$ cat src/rtl/sk_decode_ctrl.sv
// Kyber768 decapsulation-key loader: walks the 2400-byte secret key stream,
// ByteDecode12-unpacks s into coefficient writes, forwards ek and captures H(ek) and z.
`timescale 1ns/1ps
module sk_decode_ctrl #(
  parameter int KYBER_K       = 3,
  parameter int KYBER_N       = 256,
  parameter int KYBER_R_WIDTH = 12,
  parameter int KYBER_Q       = 3329
) (
  input  logic         clk,
  input  logic         rst_n,
  input  logic         start,
  input  logic         in_valid,
  input  logic [7:0]   in_data,
  output logic         in_ready,
  output logic         coef_valid,
  output logic [1:0]   coef_poly,
  output logic [7:0]   coef_idx,
  output logic [11:0]  coef_data,
  output logic         ek_valid,
  output logic [7:0]   ek_data,
  output logic [255:0] h_out,
  output logic [255:0] z_out,
  output logic         busy,
  output logic         done,
  output logic         malformed
);

  localparam int S_BYTES = KYBER_K * KYBER_N * KYBER_R_WIDTH / 8;
  localparam logic [11:0] S_LAST  = 12'(S_BYTES - 1);
  localparam logic [11:0] EK_LAST = 12'(2 * S_BYTES + 32 - 1);
  localparam logic [11:0] H_LAST  = 12'(2 * S_BYTES + 64 - 1);
  localparam logic [11:0] Z_LAST  = 12'(2 * S_BYTES + 96 - 1);

  typedef enum logic [2:0] {IDLE, S_LOAD, EK_LOAD, H_LOAD, Z_LOAD, DONE} state_t;

  state_t       state_reg, state_next;
  logic [11:0]  byte_cnt;
  logic [1:0]   phase_reg;
  logic [7:0]   b0_reg, b1_reg;
  logic [11:0]  c1_hold_reg;
  logic         c1_pend_reg;
  logic [9:0]   coef_cnt_reg;
  logic [9:0]   coef_addr_reg;
  logic [11:0]  coef_data_reg;
  logic         coef_valid_reg;
  logic         ek_valid_reg;
  logic [7:0]   ek_data_reg;
  logic [255:0] h_reg, z_reg;
  logic         malformed_reg;

  logic         hs, start_acc, emit_en;
  logic [11:0]  emit_data;

  assign in_ready  = (state_reg == S_LOAD) || (state_reg == EK_LOAD) ||
                     (state_reg == H_LOAD) || (state_reg == Z_LOAD);
  assign busy      = in_ready;
  assign done      = (state_reg == DONE);
  assign hs        = in_valid && in_ready;
  assign start_acc = start && (state_reg == IDLE);

  always_ff @(posedge clk or negedge rst_n) begin
    if (!rst_n) state_reg <= IDLE;
    else        state_reg <= state_next;
  end

  always_comb begin
    state_next = state_reg;
    case (state_reg)
      IDLE:    if (start) state_next = S_LOAD;
      S_LOAD:  if (hs && byte_cnt == S_LAST)  state_next = EK_LOAD;
      EK_LOAD: if (hs && byte_cnt == EK_LAST) state_next = H_LOAD;
      H_LOAD:  if (hs && byte_cnt == H_LAST)  state_next = Z_LOAD;
      Z_LOAD:  if (hs && byte_cnt == Z_LAST)  state_next = DONE;
      DONE:    state_next = IDLE;
      default: state_next = IDLE;
    endcase
  end

  // c0 leaves the cycle after b2; c1 is held one extra cycle. A new triple
  // needs three handshakes, so the two sources never collide.
  always_comb begin
    emit_en   = 1'b0;
    emit_data = c1_hold_reg;
    if (hs && state_reg == S_LOAD && phase_reg == 2'd2) begin
      emit_en   = 1'b1;
      emit_data = {b1_reg[3:0], b0_reg};
    end else if (c1_pend_reg) begin
      emit_en = 1'b1;
    end
  end

  always_ff @(posedge clk or negedge rst_n) begin
    if (!rst_n) begin
      byte_cnt       <= '0;
      phase_reg      <= '0;
      b0_reg         <= '0;
      b1_reg         <= '0;
      c1_hold_reg    <= '0;
      c1_pend_reg    <= 1'b0;
      coef_cnt_reg   <= '0;
      coef_addr_reg  <= '0;
      coef_data_reg  <= '0;
      coef_valid_reg <= 1'b0;
      ek_valid_reg   <= 1'b0;
      ek_data_reg    <= '0;
      h_reg          <= '0;
      z_reg          <= '0;
      malformed_reg  <= 1'b0;
    end else begin
      coef_valid_reg <= 1'b0;
      ek_valid_reg   <= 1'b0;
      if (start_acc) begin
        byte_cnt      <= '0;
        phase_reg     <= '0;
        c1_pend_reg   <= 1'b0;
        coef_cnt_reg  <= '0;
        h_reg         <= '0;
        z_reg         <= '0;
        malformed_reg <= 1'b0;
      end
      if (hs) begin
        byte_cnt <= byte_cnt + 12'd1;
        case (state_reg)
          S_LOAD: begin
            case (phase_reg)
              2'd0:    begin b0_reg <= in_data; phase_reg <= 2'd1; end
              2'd1:    begin b1_reg <= in_data; phase_reg <= 2'd2; end
              default: begin
                c1_hold_reg <= {in_data, b1_reg[7:4]};
                phase_reg   <= 2'd0;
              end
            endcase
          end
          EK_LOAD: begin
            ek_valid_reg <= 1'b1;
            ek_data_reg  <= in_data;
          end
          // Region bases 2336 and 2368 are multiples of 32, so the low
          // five counter bits are the byte offset within h or z.
          H_LOAD:  h_reg[{byte_cnt[4:0], 3'b000} +: 8] <= in_data;
          Z_LOAD:  z_reg[{byte_cnt[4:0], 3'b000} +: 8] <= in_data;
          default: ;
        endcase
      end
      c1_pend_reg <= hs && state_reg == S_LOAD && phase_reg == 2'd2;
      if (emit_en) begin
        coef_valid_reg <= 1'b1;
        coef_data_reg  <= emit_data;
        coef_addr_reg  <= coef_cnt_reg;
        coef_cnt_reg   <= coef_cnt_reg + 10'd1;
        if (emit_data >= 12'(KYBER_Q)) malformed_reg <= 1'b1;
      end
    end
  end

  assign coef_valid = coef_valid_reg;
  assign coef_poly  = coef_addr_reg[9:8];
  assign coef_idx   = coef_addr_reg[7:0];
  assign coef_data  = coef_data_reg;
  assign ek_valid   = ek_valid_reg;
  assign ek_data    = ek_data_reg;
  assign h_out      = h_reg;
  assign z_out      = z_reg;
  assign malformed  = malformed_reg;

endmodule

$ cat config.mk
export PLATFORM = sky130hd
export DESIGN_NAME = sk_decode_ctrl
export DESIGN_NICKNAME = d
export VERILOG_FILES = /design/src/rtl/sk_decode_ctrl.sv
export SDC_FILE = /design/constraint.sdc
export NUM_CORES = 1
export LEC_CHECK = 0
export ABC_AREA = 1
export ABC_CLOCK_PERIOD_IN_PS = 6400
export BUFFER_PORTS_ARGS = -buffer_cell sky130_fd_sc_hd__buf_2
export CORE_AREA = 2 2 238 240
export DETAILED_ROUTE_END_ITERATION = 16
export DIE_AREA = 0 0 240 242
export GPL_TIMING_DRIVEN = 0
export PLACE_DENSITY = 0.68
export RECOVER_POWER = 100
export SYNTH_ARGS = -nofsm -noshare
export SYNTH_HDL_FRONTEND = slang
export SYNTH_SLANG_ARGS = --single-unit
export TNS_END_PERCENT = 1
$ cat constraint.sdc
create_clock -name clk -period 6.4 [get_ports clk]
set_input_delay 0 -clock clk [delete_from_list [all_inputs] [get_ports clk]]
set_output_delay 0 -clock clk [all_outputs]
set_load 0.02 [all_outputs]
==> run_results.csv <==
group,metric,value,unit
placed_design,routabilityCongestion,0.925,
timing,worst_pin_slew,3.50,ns
synth,synth_compound_area_share,12.6,%
clocking,cts_buffers,66,
placed_design,dp.final_hpwl,74700,um
grt,grt_max_degree,125,
cells_and_area,final_common_cell,"clkbuf_1",
worst_setup_path,r2r.worst_path.cells,9,
cells_and_area,final_cell_mix,"clkbuf_1 (680), dfrtp_1 (601), o21ai_0 (555), nand3_1 (504), nand2_1 (413)",
synth,synthXorXnorAreaFrac,0.132,%
worst_setup_path,cp.required,6.79,ns
drt,top_layer,"met5",
power,leakage,12.9,nW
synth,netlist_instances,2617,
status,status,"finished, violations left",
clocking,cts_tree,"done",
worst_setup_path,crit_type,"flip-flop to flip-flop",
power,p_clk_share,37.2,%
synth,netlist_area,24700,um2
synth,synth_mux_area_share,0.202,%
worst_setup_path,crit_path_max_incr_delay,1.31,ns
floorplan,die-area,58100,um2
worst_setup_path,arrival,5.15,ns
floorplan,io_pins,560,
worst_setup_path,crit_chain,"inv_1, clkbuf_1, ha_1, xnor2_1, inv_1, clkbuf_1, nand4_1, o21ai_0, o21ai_0",
clocking,clk_pin_slew,0.06,ns
worst_setup_path,cp-start-kind,"flip-flop",
power,p_int,0.00692,W
worst_setup_path,timing.rr.start,"byte_cnt[0]",
placed_design,dp_worst_setup_slack,2.85,ns
timing,finalWorstSetupSlack,1.64,ns
status,violations,"max-capacitance violations, max-slew violations",
power,switchingPower,0.00394,W
synth,syn_avg_cell_area,9.45,um2
clocking,post_cts_resize_count,0,
power,swShare,36.3,%
timing,clock.fmax,0.210,GHz
hold_path,min_path_cells,5,
hold_path,holdCritStartpoint,"in_data[3]",
drt,ant_nets,0,
drt,totalWireLength,100000,um
floorplan,die_x,240,um
synth,ys_ff_latch,601,
synth,synthArstFlopShare,100,%
clocking,clk_latency,0.62,ns
clocking,clock_sinks,601,
drt,drtPass1Iterations,7,
power,ir_worst_vdd,0.000193,V
power,power,0.0109,W
grt,grt_pass1_vias,22900,
placed_design,io_buffer_count,559,
drt,drt-met1-wl,38600,um
worst_setup_path,crit_path_end_kind,"flip-flop",
worst_setup_path,ff2ff_setup_slack,1.64,ns
drt,first_iter_violations,2265,
grt,grt_pass1_wl,147000,um
worst_setup_path,critPathSlowestCell,"o21ai_0",
floorplan,die_h,242,um
synth,synth_top_flop_cell,"dfrtp_1",
drt,drcViolationCount,0,
synth,synth_top_family_by_area,"simple AND/OR/NAND/NOR gates",
timing,maxSlewHeadroom,-133,%
worst_setup_path,worst_r2r_endpoint,"z_out[111]",
timing,finalHoldViolCount,0,
synth,yosys.area_share.adder,0.304,%
floorplan,start_util,44.4,%
timing,drv_slew,352,
grt,antenna_found_initial,5,
floorplan,core_area,55700,um2
cells_and_area,nNetsFinal,3277,
timing,grt_setup_unrepaired,"false",
clocking,htreeDepth,3,
grt,grt-ovfl-total,0,
power,p_seq_share,38.5,%
timing,setup_viol,0,
clocking,root_buffer,"clkbuf_16",
worst_setup_path,crit_path_max_fanout,11,
drt,vias_per_cell,5.77,
cells_and_area,layout-area-overhead-vs-synth,21.2,%
synth,synth-simple-area-share,21.3,%
synth,synth_nets,2635,
drt,wl_met2,45400,um
power,power_frac_comb,24.4,%
cells_and_area,drive_gt1_share,5.29,%
hold_path,min_path_type,"input pin to flip-flop",
grt,grt_usage,34.4,%
timing,fin_crit,4.76,ns
synth,synth-seq-area-share,60.8,%
job,maxCapViolCount,7,
clocking,max-clock-path-buffers,3,
hold_path,min_delay_worst_endpoint,"z_out[219]",
drt,wl_met3,10300,um
power,power_density,362,nW/um2
synth,ys_warn_count,0,
drt,vias,23500,
timing,fin_crit_sh,74.3,%
timing,fin_skew,0.0307,ns
synth,synth-edff-count,0,
floorplan,row_count,87,
drt,wl_per_cell,24.7,um
synth,ys_types,38,
==> synthesized netlist by cell type (4+ instances only) <==
cell / n / area, um2
nand2_1: 393 / 1480
inv_2: 10 / 37.5
ha_1: 6 / 75.1
o22ai_1: 4 / 25.0
dfrtp_1: 601 / 15000
clkbuf_1: 99 / 372
nand2_4: 8 / 90.1
nor2_4: 19 / 214
nand4_1: 9 / 56.3
buf_2: 24 / 120
mux2i_1: 5 / 50.1
nand2_2: 33 / 206
a21oi_1: 12 / 60.1
o31ai_1: 4 / 30.0
o32ai_1: 5 / 43.8
nor4_1: 5 / 31.3
nand3_1: 503 / 2520
inv_1: 116 / 435
nor2_1: 104 / 390
o21ai_0: 440 / 2200
nor2_2: 6 / 37.5
buf_1: 30 / 113
o21ai_1: 135 / 676
nor3_1: 14 / 70.1
o21ai_2: 6 / 52.6
==> through the flow <==
| stage | util (%) | setup TNS, ns | hold WS, ns | area (um2) | instances |
|---|---|---|---|---|---|
| global route | 53.7 | 0 | 0.0605 | 29900 | 4065 |
| global placement | 51.1 | -3983.10 | 0.343 | 28500 | 3932 |
| detailed placement | 51.4 | 0 | -0.0150 | 28600 | 3938 |
| CTS | 55.6 | 0 | 0.00926 | 31000 | 4065 |
| finish | 53.7 | 0 | 0.0287 | 30000 | 4067 |
| floorplan | - | 0 | -0.296 | 24700 | 2617 |
==> power by group through the flow <==
stage | logic (W) | clock network (W) | registers [W]
detailed placement | 0.00278 | 0 | 0.00424
floorplan | 0.00149 | 0 | 0.00437
global route | 0.00283 | 0.00422 | 0.00420
CTS | 0.00280 | 0.00407 | 0.00417
global placement | 0.00272 | 0 | 0.00423
finish | 0.00265 | 0.00404 | 0.00418
==> critical path, delay by kind of cell (launching register included) <==
family                     cells  cell delay [ns]
and+or+nand+nor                1             0.49
adders and majority gates      1             0.31
xor gates and xnor gates       1             0.19
buffers and inverters          4             1.49
AOI/OAI and AO/OA              2             1.58
DFF                            1             0.48
==> layout make-up <==
type / count / area, um2
antenna: 2 / 5.00
buffer: 159 / 637
clock buffer: 90 / 1860
clock inverter: 28 / 417
fill: 5467 / 25800
inverter: 128 / 480
multi-input combinational: 1729 / 8270
sequential: 601 / 15000
tap: 756 / 946
timing repair buffer: 574 / 2290
==> repair_timing <==
| item | in CTS | in global routing |
|---|---|---|
| endpoints found under the hold margin | 294 | 0 |
| hold buffers | 9 | 0 |
| buffers inserted | 0 | 0 |
==> worst max-delay path by stage <==
stage               cells past startpoint  slack (ns)   startpoint         end
floorplan                              11        3.87  byte_cnt[0]  h_out[255]
global placement                        1       -6.70        rst_n  z_out[230]
detailed placement                      9        2.85  byte_cnt[0]   h_out[30]
CTS                                     9        2.83  byte_cnt[0]   h_out[30]
global route                            5        1.38        rst_n  h_out[225]
finish                                  9        1.64  byte_cnt[0]  z_out[111]
==> logic make-up after synthesis <==
logic type               after synthesis
AO/OA/AOI/OAI                        609
multiplexers                           5
adder cells (fa/ha/maj)                6
flip-flops                           601
buffers and inverters                287
XOR/XNOR                               2
AND/OR/NAND/NOR                     1107
==> metal layers <==
layer  track usage (%)  up-vias
li1                  -    10200
met1              43.7    11700
met2              52.8     1252
met3              9.85      280
met4              18.9        4
met5                 0        -
(Power assumes the default switching activity.)
